`src/rtl/control_unit.sv`:
```
// Multi-cycle processor control FSM: sequences FETCH/DECODE/EXECUTE/MEMORY/WRITEBACK
// and decodes the IR into the data-path CTRL bus and memory strobes.
module control_unit #(
    parameter int CTRL_W = 32,
    parameter int OPRN_W = 6
) (
    input  logic              CLK,
    input  logic              RST,
    input  logic [31:0]       INSTRUCTION,
    input  logic              ZERO,
    output logic [CTRL_W-1:0] CTRL,
    output logic              READ,
    output logic              WRITE
);

    localparam int PC_LOAD  = 0;
    localparam int PC_SEL_1 = 1;
    localparam int PC_SEL_2 = 2;
    localparam int PC_SEL_3 = 3;
    localparam int IR_LOAD  = 4;
    localparam int R1_SEL_1 = 5;
    localparam int REG_R    = 6;
    localparam int REG_W    = 7;
    localparam int SP_LOAD  = 8;
    localparam int MA_SEL_1 = 20;
    localparam int MA_SEL_2 = 21;
    localparam int MD_SEL_1 = 22;
    localparam int MEM_R    = 29;
    localparam int MEM_W    = 30;

    localparam logic [OPRN_W-1:0] ALU_ADD = 6'd1;
    localparam logic [OPRN_W-1:0] ALU_SUB = 6'd2;
    localparam logic [OPRN_W-1:0] ALU_MUL = 6'd3;
    localparam logic [OPRN_W-1:0] ALU_SRL = 6'd4;
    localparam logic [OPRN_W-1:0] ALU_SLL = 6'd5;
    localparam logic [OPRN_W-1:0] ALU_AND = 6'd6;
    localparam logic [OPRN_W-1:0] ALU_OR  = 6'd7;
    localparam logic [OPRN_W-1:0] ALU_NOR = 6'd8;
    localparam logic [OPRN_W-1:0] ALU_SLT = 6'd9;

    typedef enum logic [2:0] {
        IDLE      = 3'd0,
        FETCH     = 3'd1,
        DECODE    = 3'd2,
        EXECUTE   = 3'd3,
        MEMORY    = 3'd4,
        WRITEBACK = 3'd5
    } state_t;

    state_t            state_r;
    state_t            state_next_s;
    logic [5:0]        opcode_s;
    logic [5:0]        funct_s;
    logic [OPRN_W-1:0] alu_s;
    logic [3:0]        op2_sel_s;
    logic [2:0]        wd_sel_s;
    logic [2:0]        wa_sel_s;
    logic              op1_sel_s;
    logic              reg_wr_s;
    logic              rtype_s;
    logic              is_lw_s;
    logic              is_sw_s;
    logic              is_push_s;
    logic              is_pop_s;
    logic              is_jr_s;
    logic              is_jump_s;
    logic              is_beq_s;
    logic              is_bne_s;
    logic              taken_s;
    logic [CTRL_W-1:0] ctrl_s;
    logic              unused_bits_s;

    assign opcode_s      = INSTRUCTION[31:26];
    assign funct_s       = INSTRUCTION[5:0];
    assign unused_bits_s = ^INSTRUCTION[25:6];

    // Operand selects and ALU code shared by EXECUTE, MEMORY and WRITEBACK.
    function automatic logic [CTRL_W-1:0] exec_fields(input logic op1,
                                                      input logic [3:0] op2,
                                                      input logic [OPRN_W-1:0] alu);
        logic [CTRL_W-1:0] f;
        f             = '0;
        f[9]          = op1;
        f[13:10]      = op2;
        f[14+:OPRN_W] = alu;
        return f;
    endfunction

    // State register.
    always_ff @(posedge CLK or posedge RST) begin
        if (RST) begin
            state_r <= IDLE;
        end else begin
            state_r <= state_next_s;
        end
    end

    // Fixed five-state instruction sequence.
    always_comb begin
        state_next_s = IDLE;
        case (state_r)
            IDLE:      state_next_s = FETCH;
            FETCH:     state_next_s = DECODE;
            DECODE:    state_next_s = EXECUTE;
            EXECUTE:   state_next_s = MEMORY;
            MEMORY:    state_next_s = WRITEBACK;
            WRITEBACK: state_next_s = FETCH;
            default:   state_next_s = IDLE;
        endcase
    end

    // Instruction classification; anything unrecognised falls through as a NOP.
    always_comb begin
        alu_s     = '0;
        op1_sel_s = 1'b0;
        op2_sel_s = 4'b0000;
        wd_sel_s  = 3'b000;
        wa_sel_s  = 3'b000;
        reg_wr_s  = 1'b0;
        rtype_s   = 1'b0;
        is_lw_s   = 1'b0;
        is_sw_s   = 1'b0;
        is_push_s = 1'b0;
        is_pop_s  = 1'b0;
        is_jr_s   = 1'b0;
        is_jump_s = 1'b0;
        is_beq_s  = 1'b0;
        is_bne_s  = 1'b0;
        case (opcode_s)
            6'h00: begin
                // op2_sel_4 = rt data, op2_sel_3 = shift amount
                case (funct_s)
                    6'h20: begin alu_s = ALU_ADD; op2_sel_s = 4'b1000; rtype_s = 1'b1; end
                    6'h22: begin alu_s = ALU_SUB; op2_sel_s = 4'b1000; rtype_s = 1'b1; end
                    6'h2c: begin alu_s = ALU_MUL; op2_sel_s = 4'b1000; rtype_s = 1'b1; end
                    6'h24: begin alu_s = ALU_AND; op2_sel_s = 4'b1000; rtype_s = 1'b1; end
                    6'h25: begin alu_s = ALU_OR;  op2_sel_s = 4'b1000; rtype_s = 1'b1; end
                    6'h27: begin alu_s = ALU_NOR; op2_sel_s = 4'b1000; rtype_s = 1'b1; end
                    6'h2a: begin alu_s = ALU_SLT; op2_sel_s = 4'b1000; rtype_s = 1'b1; end
                    6'h01: begin alu_s = ALU_SLL; op2_sel_s = 4'b0100; rtype_s = 1'b1; end
                    6'h02: begin alu_s = ALU_SRL; op2_sel_s = 4'b0100; rtype_s = 1'b1; end
                    6'h08: is_jr_s = 1'b1;
                    default: rtype_s = 1'b0;
                endcase
                reg_wr_s = rtype_s;
                wa_sel_s = {2'b00, rtype_s};
            end
            6'h08: begin alu_s = ALU_ADD; op2_sel_s = 4'b0010; reg_wr_s = 1'b1; end
            6'h1d: begin alu_s = ALU_MUL; op2_sel_s = 4'b0010; reg_wr_s = 1'b1; end
            6'h0c: begin alu_s = ALU_AND; op2_sel_s = 4'b0010; reg_wr_s = 1'b1; end
            6'h0d: begin alu_s = ALU_OR;  op2_sel_s = 4'b0010; reg_wr_s = 1'b1; end
            6'h0a: begin alu_s = ALU_SLT; op2_sel_s = 4'b0010; reg_wr_s = 1'b1; end
            6'h0f: begin alu_s = ALU_SLL; op2_sel_s = 4'b0010; reg_wr_s = 1'b1; wd_sel_s = 3'b100; end
            6'h04: begin alu_s = ALU_SUB; op2_sel_s = 4'b1000; is_beq_s = 1'b1; end
            6'h05: begin alu_s = ALU_SUB; op2_sel_s = 4'b1000; is_bne_s = 1'b1; end
            6'h23: begin alu_s = ALU_ADD; op2_sel_s = 4'b0010; is_lw_s = 1'b1; reg_wr_s = 1'b1; wd_sel_s = 3'b001; end
            6'h2b: begin alu_s = ALU_ADD; op2_sel_s = 4'b0010; is_sw_s = 1'b1; end
            6'h02: is_jump_s = 1'b1;
            6'h03: begin is_jump_s = 1'b1; reg_wr_s = 1'b1; wd_sel_s = 3'b010; wa_sel_s = 3'b100; end
            // Stack ops: operand 1 is SP, operand 2 the constant one.
            6'h1b: begin alu_s = ALU_SUB; op1_sel_s = 1'b1; op2_sel_s = 4'b0001; is_push_s = 1'b1; end
            6'h1c: begin
                alu_s = ALU_ADD; op1_sel_s = 1'b1; op2_sel_s = 4'b0001;
                is_pop_s = 1'b1; reg_wr_s = 1'b1; wd_sel_s = 3'b001;
            end
            default: reg_wr_s = 1'b0;
        endcase
    end

    assign taken_s = (is_beq_s & ZERO) | (is_bne_s & ~ZERO);

    // Moore decode of state plus instruction onto the CTRL bus.
    always_comb begin
        ctrl_s = '0;
        case (state_r)
            IDLE: ctrl_s = '0;
            FETCH: begin
                ctrl_s[MEM_R]    = 1'b1;
                ctrl_s[MA_SEL_2] = 1'b1;
                ctrl_s[IR_LOAD]  = 1'b1;
            end
            DECODE: begin
                ctrl_s[REG_R]    = 1'b1;
                ctrl_s[R1_SEL_1] = is_pop_s;
            end
            EXECUTE: ctrl_s = exec_fields(op1_sel_s, op2_sel_s, alu_s);
            MEMORY: begin
                ctrl_s           = exec_fields(op1_sel_s, op2_sel_s, alu_s);
                ctrl_s[MEM_R]    = is_lw_s | is_pop_s;
                ctrl_s[MEM_W]    = is_sw_s | is_push_s;
                ctrl_s[MD_SEL_1] = is_sw_s | is_push_s;
                ctrl_s[MA_SEL_1] = is_pop_s;
            end
            WRITEBACK: begin
                ctrl_s           = exec_fields(op1_sel_s, op2_sel_s, alu_s);
                ctrl_s[PC_LOAD]  = 1'b1;
                ctrl_s[PC_SEL_1] = ~is_jr_s;
                ctrl_s[PC_SEL_2] = taken_s;
                ctrl_s[PC_SEL_3] = ~is_jump_s;
                ctrl_s[REG_W]    = reg_wr_s;
                ctrl_s[SP_LOAD]  = is_push_s | is_pop_s;
                ctrl_s[25:23]    = reg_wr_s ? wd_sel_s : 3'b000;
                ctrl_s[28:26]    = reg_wr_s ? wa_sel_s : 3'b000;
            end
            default: ctrl_s = '0;
        endcase
        ctrl_s[CTRL_W-1] = 1'b0;
    end

    assign CTRL  = ctrl_s;
    assign READ  = ctrl_s[MEM_R];
    assign WRITE = ctrl_s[MEM_W];

endmodule

```
`config.mk`:
```
export PLATFORM = sky130hd
export DESIGN_NAME = control_unit
export DESIGN_NICKNAME = d
export VERILOG_FILES = /design/src/rtl/control_unit.sv
export SDC_FILE = /design/constraint.sdc
export NUM_CORES = 1
export LEC_CHECK = 0
export BUFFER_PORTS_ARGS = -buffer_cell sky130_fd_sc_hd__buf_2
export CAP_MARGIN = 0
export CORE_ASPECT_RATIO = 0.5
export CORE_MARGIN = 10
export CORE_UTILIZATION = 38
export CTS_BUF_LIST = sky130_fd_sc_hd__clkbuf_8 sky130_fd_sc_hd__clkbuf_16
export CTS_CLUSTER_SIZE = 30
export DETAILED_ROUTE_END_ITERATION = 16
export PLACE_DENSITY = 0.73
export SKIP_CTS_REPAIR_TIMING = 1
export SLEW_MARGIN = 30
export SYNTH_ARGS = -nofsm -noshare
export SYNTH_HDL_FRONTEND = slang
export SYNTH_SLANG_ARGS = --single-unit
```
`constraint.sdc`:
```
create_clock -name CLK -period 1.45 [get_ports CLK]
set_input_delay 0.145 -clock CLK [delete_from_list [all_inputs] [get_ports CLK]]
set_output_delay 0.145 -clock CLK [all_outputs]
set_load 0.02 [all_outputs]
```
# After elaboration in Yosys (flattened, before gate mapping)
# Cells that the tools add are included.
[op_classes]
n_mux = 28
eq_ne = 29
bitwise = 9
reduce_logical = 14
[op_table]
columns = ["cell", "n"]
rows = [
  ["== test 6 bit (second input constant)", 9],
  ["one-hot mux 14 bit (3 select lines)", 1],
  ["== test 6 x 4 -> 1 bit (second input constant)", 6],
  ["one-hot mux 4 bit (9 select lines)", 1],
  ["one-hot mux 4 bit (8 select lines)", 1],
  ["== test 6 x 2 -> 1 bit (second input constant)", 3],
  ["== test 6 x 5 -> 1 bit (second input constant)", 3],
  ["OR reduction 9 bit", 2],
  ["one-hot mux 4 bit (4 select lines)", 1],
  ["one-hot mux 3 bit (5 select lines)", 1],
  ["one-hot mux 7 bit (2 select lines)", 1],
  ["two-way mux 1 bit", 13],
  ["== test 6 x 3 -> 1 bit (second input constant)", 2],
  ["OR reduction 2 bit", 6],
  ["one-hot mux 3 bit (3 select lines)", 1],
  ["one-hot mux 4 bit (2 select lines)", 1],
  ["OR reduction 8 bit", 1],
  ["OR reduction 7 bit", 1],
  ["== test 3 x 2 -> 1 bit (second input constant)", 2],
  ["== test 3 bit (second input constant)", 2],
  ["== test 6 x 1 -> 1 bit (second input constant)", 1],
  ["logical NOT 6 bit", 1],
  ["two-way mux 3 bit", 2],
  ["one-hot mux 3 bit (2 select lines)", 1],
  ["10 further kinds", 17],
]
[totals]
in_bits = 35
output_inout_bits = 34
elab_cells = 81
reg_bits = 3

# Longest topological paths before layout
# Gate-level depths: netlist of run 1.
[depth]
ltp_word = 6
mapped_depth = 7
depth_no_buf = 5

# Worst setup path before layout of run 1
# Ideal clock, no wire load.
[synth_timing]
kind = "register to output"
from = "reg state_r[1]"
to = "out CTRL[30]"
required_ps = 1305
setup_slack_ps = -593
path_buffers = 2
path_stages_with_launch = 6
arrival_time_ps = 1898
cell_sequence = "dfrtp_1 clkbuf_1 nor2b_1 nand2b_1 nor4_1 buf_4"
[synth_via]
elab_chain_cells = 2
[synth_lines]
columns = ["item", "line", "source"]
rows = [
  ["from (decl)", "50", "state_t state_r;"],
  ["from (signal assigned)", "94", "state_r <= state_next_s;"],
  ["== test 3 bit", "175", "case (state_r)"],
  ["two-way mux 1 bit", "175", ""],
  ["to (decl)", "11", "output logic [CTRL_W-1:0] CTRL,"],
]
# No other way between the ends.

# Final worst setup path of run 1
[layout_timing]
from = "reg state_r[2]"
to = "out CTRL[16]"
[layout_via]
elab_chain_cells = 2
elab_cells_between_ends = 4
classes_between = "eq/ne (3); mux (1)"
[layout_lines]
columns = ["item", "line"]
rows = [
  ["== test 3 bit / == test 3 x 2 -> 1 bit (equally long branches)", "175"],
  ["one-hot mux 14 bit (3 select lines) *", "175"],
]
# Every way passes the cells marked *; elsewhere a longest branch is shown, timed or not.

==> results of run 1 <==
layout make-up:
cell class                 count  area (um^2)  area share (%)
multi-input combinational    131         1079           51.34
timing repair buffer          98        824.5           39.25
sequential                     3        76.32           3.633
tap                           37        46.29           2.204
clock buffer                   3        41.29           1.965
inverter                       6        30.03           1.429
clock inverter                 1        3.754          0.1787
where the power goes:
group | internal, mW | switching [mW]
sequential | 0.0842 | 0
clock | 0.181 | 0.0686
combinational | 0.168 | 0.212
final timing paths:
check / startpoint / to / slack, ns / depth (start not counted)
worst max register to register: state_r[1]$_DFF_PP0_ / state_r[2]$_DFF_PP0_ / 0.30 / 5
worst min-delay path: RST / state_r[2]$_DFF_PP0_ / 0.34 / 3
worst min register to register: state_r[2]$_DFF_PP0_ / state_r[1]$_DFF_PP0_ / 0.65 / 2
max in group asynchronous: RST / state_r[1]$_DFF_PP0_ / 0.95 / 3
worst max-delay path: state_r[2]$_DFF_PP0_ / CTRL[16] / -0.46 / 7
min in group CLK: state_r[2]$_DFF_PP0_ / state_r[1]$_DFF_PP0_ / 0.65 / 2
worst max-delay path: cells and delay by family, from the launching register on:
| kind | cells | cell delay (ns) |
|---|---|---|
| AO/OA/AOI/OAI | 3 | 0.49 |
| AND/OR/NAND/NOR | 2 | 0.40 |
| flip-flops | 1 | 0.38 |
| buffers and inverters | 2 | 0.26 |
cell usage after synthesis (4+ instances only):
library cell  number  area share [%]
buf_2              5             2.4
o21ai_0            4             2.0
nand2_1           12             4.4
nor3_1             8             3.9
nand2b_1           5             3.1
a21oi_1           12             5.9
nor2b_1            7             4.3
buf_4             10             7.3
nor2_1            19             7.0
nor3b_1            4             2.9
nor4_1             5             3.1
inv_1              4             1.5
metrics by stage:
step | util, % | hold slack [ns] | cell area [um^2]
CTS | 64.59 | -0.2122 | 1670
global route | 81.23 | 0.3608 | 2101
detailed placement | 62.84 | 0.01518 | 1625
global placement | 62.84 | 0.01045 | 1625
finish | 81.23 | 0.3360 | 2101
floorplan | - | -0.1014 | 1151
per-layer routing:
| layer | share of wire [%] | vias to the layer above |
|---|---|---|
| met5 | 0 | - |
| met4 | 4.4 | 0 |
| met3 | 9.2 | 28 |
| met2 | 49 | 134 |
| met1 | 37 | 793 |
| li1 | - | 729 |
cell families after synthesis:
kind of cell / count (synthesis) / share of synthesized area [%]
and+or+nand+nor: 82 / 45.17
AOI/OAI and AO/OA: 39 / 26.20
buffers and inverters: 26 / 15.30
xor gates and xnor gates: 4 / 3.428
DFF: 3 / 7.344
muxes: 2 / 2.203
other: 1 / 0.3668
==> flow_summary.json, run 1 <==
{
  "numCtsBuffers": 3,
  "synth_edf_count": 0,
  "area_delta_synth_final_pct": 105.5,
  "grt_max_degree": 11,
  "met2_usage_pct": 24.65,
  "die_area_mm2": 0.005291,
  "top_usage_layer": "met2",
  "clk_pin_slew_ns": 0.04,
  "arrival_ns": 1.76,
  "drtAntennaViolNets": 0,
  "grt_first_pass_wirelength_mm": 6.196,
  "tns_ns": -6.188,
  "startpoint_type": "flip-flop",
  "rsz0062_at_grt": "yes",
  "insertion_delay_ns": 0.22,
  "syn_avg_cell_area_um2": 6.511,
  "drt_iter0_drc": 172,
  "n_fill_cell": 134,
  "htreeDepth": 1,
  "power.density_mw_per_mm2": 340.2,
  "critPathKind": "reg -> out",
  "hold_viol": 0,
  "clockRootBuffer": "clkbuf_8",
  "drv_cap": 0,
  "largest_register_ffs": 3,
  "die_w_um": 93.35,
  "fmax_mhz": 524.7,
  "worst_ep_required_time_ns": 1.31,
  "cp_max_fo": 3,
  "antenna_found_initial": 0,
  "largest_register": "state_r",
  "synthArstFlopShare_pct": 100.0,
  "ys_seq_area_share_pct": 7.344,
  "grt_pass1_vias": 1353,
  "drive_above_1_share_pct": 59.50,
  "use_met1_pct": 16.73,
  "drt_first_pass_iters": 4,
  "placedCellCount": 267,
  "violations": "negative setup slack",
  "finalNetCount": 278,
  "ir_worst_vdd_mv": 0.5755,
  "cts_tree": "built",
  "syn-instance-count": 157,
  "rows": 13,
  "synth_area_mm2": 0.001022,
  "p_leak_nw": 0.9182,
  "worst_setup_path_end_kind": "output pin",
  "setup_viol": 28,
  "final_common_cell": "buf_4",
  "cpPeakStageDelay_ns": 0.38,
  "dp_slack_ns": -0.2167,
  "finalPower_mw": 0.7147,
  "final_cells": 279,
  "post-route-min-period_ns": 1.906,
  "ioPinCount": 69,
  "relSlewSlack_pct": 55.79,
  "outcome": "complete, but fails checks",
  "path_cells": "and2b_2 -> a21oi_4 -> a211o_1 -> o31ai_4 -> buf_4 -> and2_4 -> buf_6",
  "wl_per_cell_um": 21.14,
  "top_regs": "state_r (3)",
  "finalClockSkew_ns": 0.003624,
  "die_h_um": 56.68,
  "hold_path.class": "in -> async",
  "track_usage_pct": 13.75,
  "fin_ws_ns": -0.4558,
  "drcViolationCount": 0,
  "diodes": 0,
  "initial_utilization_pct": 39.53,
  "mostFrequentLayoutCells": "60 x buf_4, 23 x buf_6, 14 x nor2_1",
  "clock_sinks": 3,
  "cp_slowest_cell": "dfrtp_1",
  "numPortBuffers": 44,
  "ys_ff_latch": 3,
  "num_vias": 1684,
  "core_area_mm2": 0.002586,
  "clockBufferDepth": 2,
  "dpl.hpwl_mm": 3.161,
  "vias_per_cell": 6.036,
  "worstMarginPinSlew_ns": 0.6615,
  "synth_cell_types": 50,
  "finalWirelength_mm": 5.897,
  "gp_congestion": 0.8200,
  "ys.flop_type": "dfrtp_1",
  "final.period_utilization_pct": 131.4,
  "grt_overflow_total": 0,
  "use_met3_pct": 2.384,
  "slew_violations": 0,
  "yosys_warnings": 0
}
(Power assumes the default switching activity.)
==> run 2: changes to the inputs <==
ABC_AREA = 1   (was unset)
CORE_ASPECT_RATIO = unset   (was 0.5)
CORE_UTILIZATION = 34   (was 38)
PLACE_DENSITY = 0.72   (was 0.73)
==> run 2 against run 1 <==
Effect of this change: the flow still finishes with violations (negative setup slack); clock power shrank 7%; power decreased by 30%; fmax increased by 17%; wire length fell by 49%; critical endpoint is now CTRL[1]; largest cell class unchanged.
==> flow_summary.json, run 2 <==
{
  "outcome": "complete, but fails checks",
  "violations": "negative setup slack",
  "whs_ns": 0.3434,
  "rsz0062_at_grt": "yes",
  "placedCellCount": 239,
  "ys_ff_latch": 3,
  "arrival_ns": 1.49,
  "drive_above_1_share_pct": 49.77,
  "seq_area_um2": 75.07,
  "final.period_utilization_pct": 112.7,
  "die_w_um": 68.65,
  "startpoint_type": "flip-flop",
  "cp_max_fo": 6,
  "r2r-end": "state_r[1]$_DFF_PP0_",
  "n_fill_cell": 221,
  "finalNetCount": 257,
  "insertion_delay_ns": 0.21,
  "ys_seq_area_share_pct": 9.331,
  "area_delta_synth_final_pct": 83.20,
  "antenna_found_initial": 0,
  "clk_pin_slew_ns": 0.03,
  "multi_input_area_um2": 704.4,
  "drv_cap": 0,
  "cp-startpoint": "state_r[0]$_DFF_PP0_",
  "rrSetupSlack_ns": 0.20,
  "p_leak_nw": 0.8406,
  "numCtsBuffers": 3,
  "clockBufferDepth": 2,
  "setup_viol": 26,
  "synth_area_um2": 804.5,
  "core_area_mm2": 0.002233,
  "synthArstFlopShare_pct": 100.0,
  "rr_worst_depth": 5,
  "gp_congestion": 0.8757,
  "hold_path.class": "in -> async",
  "clock_sinks": 3,
  "final_cells": 249,
  "cts_tree": "built",
  "diodes": 0,
  "ioPinCount": 69,
  "die_h_um": 68.65,
  "rr_startpoint": "state_r[1]$_DFF_PP0_",
  "clockRootBuffer": "clkbuf_8",
  "hold_viol": 0,
  "mostFrequentLayoutCells": "41 x buf_4, 26 x nand2_1, 25 x inv_1",
  "slew_violations": 0,
  "grt_overflow_total": 0,
  "critPathKind": "reg -> out",
  "ir_worst_vdd_mv": 0.7984,
  "syn-instance-count": 153,
  "finalClockSkew_ns": 0.003890,
  "largest_register": "state_r",
  "dp_slack_ns": 0.0006475,
  "syn_avg_cell_area_um2": 5.258,
  "htreeDepth": 1,
  "largest_register_ffs": 3,
  "fmax_mhz": 611.8,
  "vias_per_cell": 4.976,
  "yosys_warnings": 0,
  "synth_area_leaders": "inv_1 13%, nand2_1 13%, nor2_1 12%",
  "die_area_mm2": 0.004712,
  "post-route-min-period_ns": 1.635,
  "num_vias": 1239,
  "drt_first_pass_iters": 4,
  "track_usage_pct": 11.31,
  "tns_ns": -2.553,
  "drcViolationCount": 0,
  "fin_ws_ns": -0.1845,
  "grt_pass1_vias": 1063,
  "finalPower_mw": 0.4973,
  "yosysTopAreaCell": "inv_1",
  "top_regs": "state_r (3)",
  "wl_per_cell_um": 12.15,
  "initial_utilization_pct": 36.02,
  "power.density_mw_per_mm2": 337.4,
  "worst_setup_path_end_kind": "output pin",
  "ys.flop_type": "dfrtp_1",
  "finalWirelength_mm": 3.026,
  "synth_common_cells": "28 x inv_1, 28 x nand2_1, 26 x nor2_1",
  "final_common_cell": "buf_4",
  "synth_cell_types": 25,
  "drtAntennaViolNets": 0,
  "worst_ep_required_time_ns": 1.31,
  "synth_edf_count": 0,
  "drt_iter0_drc": 38,
  "synth_top_area_share_pct": 13.06,
  "dpl.hpwl_mm": 2.404,
  "rows": 17,
  "grt_max_degree": 8,
  "numPortBuffers": 44,
  "grt_first_pass_wirelength_mm": 4.353
}
-- run 2: cell type report --
class | instances | share of cell area (%)
repair buffers | 68 | 33.79
clock inverters | 1 | 0.2547
multi-input cells | 116 | 47.79
well taps | 28 | 2.377
inverters | 30 | 7.895
clock buffers | 3 | 2.801
flip-flops and latches | 3 | 5.093
-- run 2: logic make-up after synthesis --
logic type	Yosys count	synth area share (%)
buffers and inverters	37	20.53
AND/OR/NAND/NOR	94	56.14
AO/OA/AOI/OAI	18	13.53
flip-flops	3	9.331
other	1	0.4661
-- run 2: report_power, final --
part	switching [mW]	internal (mW)	leakage, nW	total, mW
Sequential	0	0.0843	0.0373	0.0843
Clock	0.0531	0.180	0.0269	0.233
Combinational	0.113	0.0665	0.776	0.180
Total	0.166	0.331	0.841	0.497
-- run 2: worst max-delay path: stages (launching register included) --
cell and delay, ns:
dfrtp_1 0.42, inv_1 0.13, nor2_4 0.17, clkinvlp_4 0.20, a41oi_4 0.21, buf_6 0.14
-- run 2: stage by stage --
stage / area (um^2) / util (%)
final: 1474 / 65.99
after global routing: 1474 / 65.99
after CTS: 1245 / 55.74
after detailed placement: 1200 / 53.73
after global placement: 1200 / 53.73
after floorplan: 862.1 / -
-- run 2: worst max path at each step --
stage               endpoint  slack [ns]  cells after the start
floorplan           CTRL[29]       -0.13                      7
global placement    CTRL[16]      0.0007                      9
detailed placement  CTRL[16]      0.0006                      9
CTS                  CTRL[1]       -0.20                      6
global route        CTRL[28]       -0.27                      7
finish               CTRL[1]       -0.18                      5
-- run 2: routing by layer --
layer	up-vias	global-route usage (%)	wire [um]
li1	618	-	-
met1	567	13.53	1195
met2	50	19.47	1518
met3	4	3.865	299
met4	0	1.508	13
met5	-	0	0
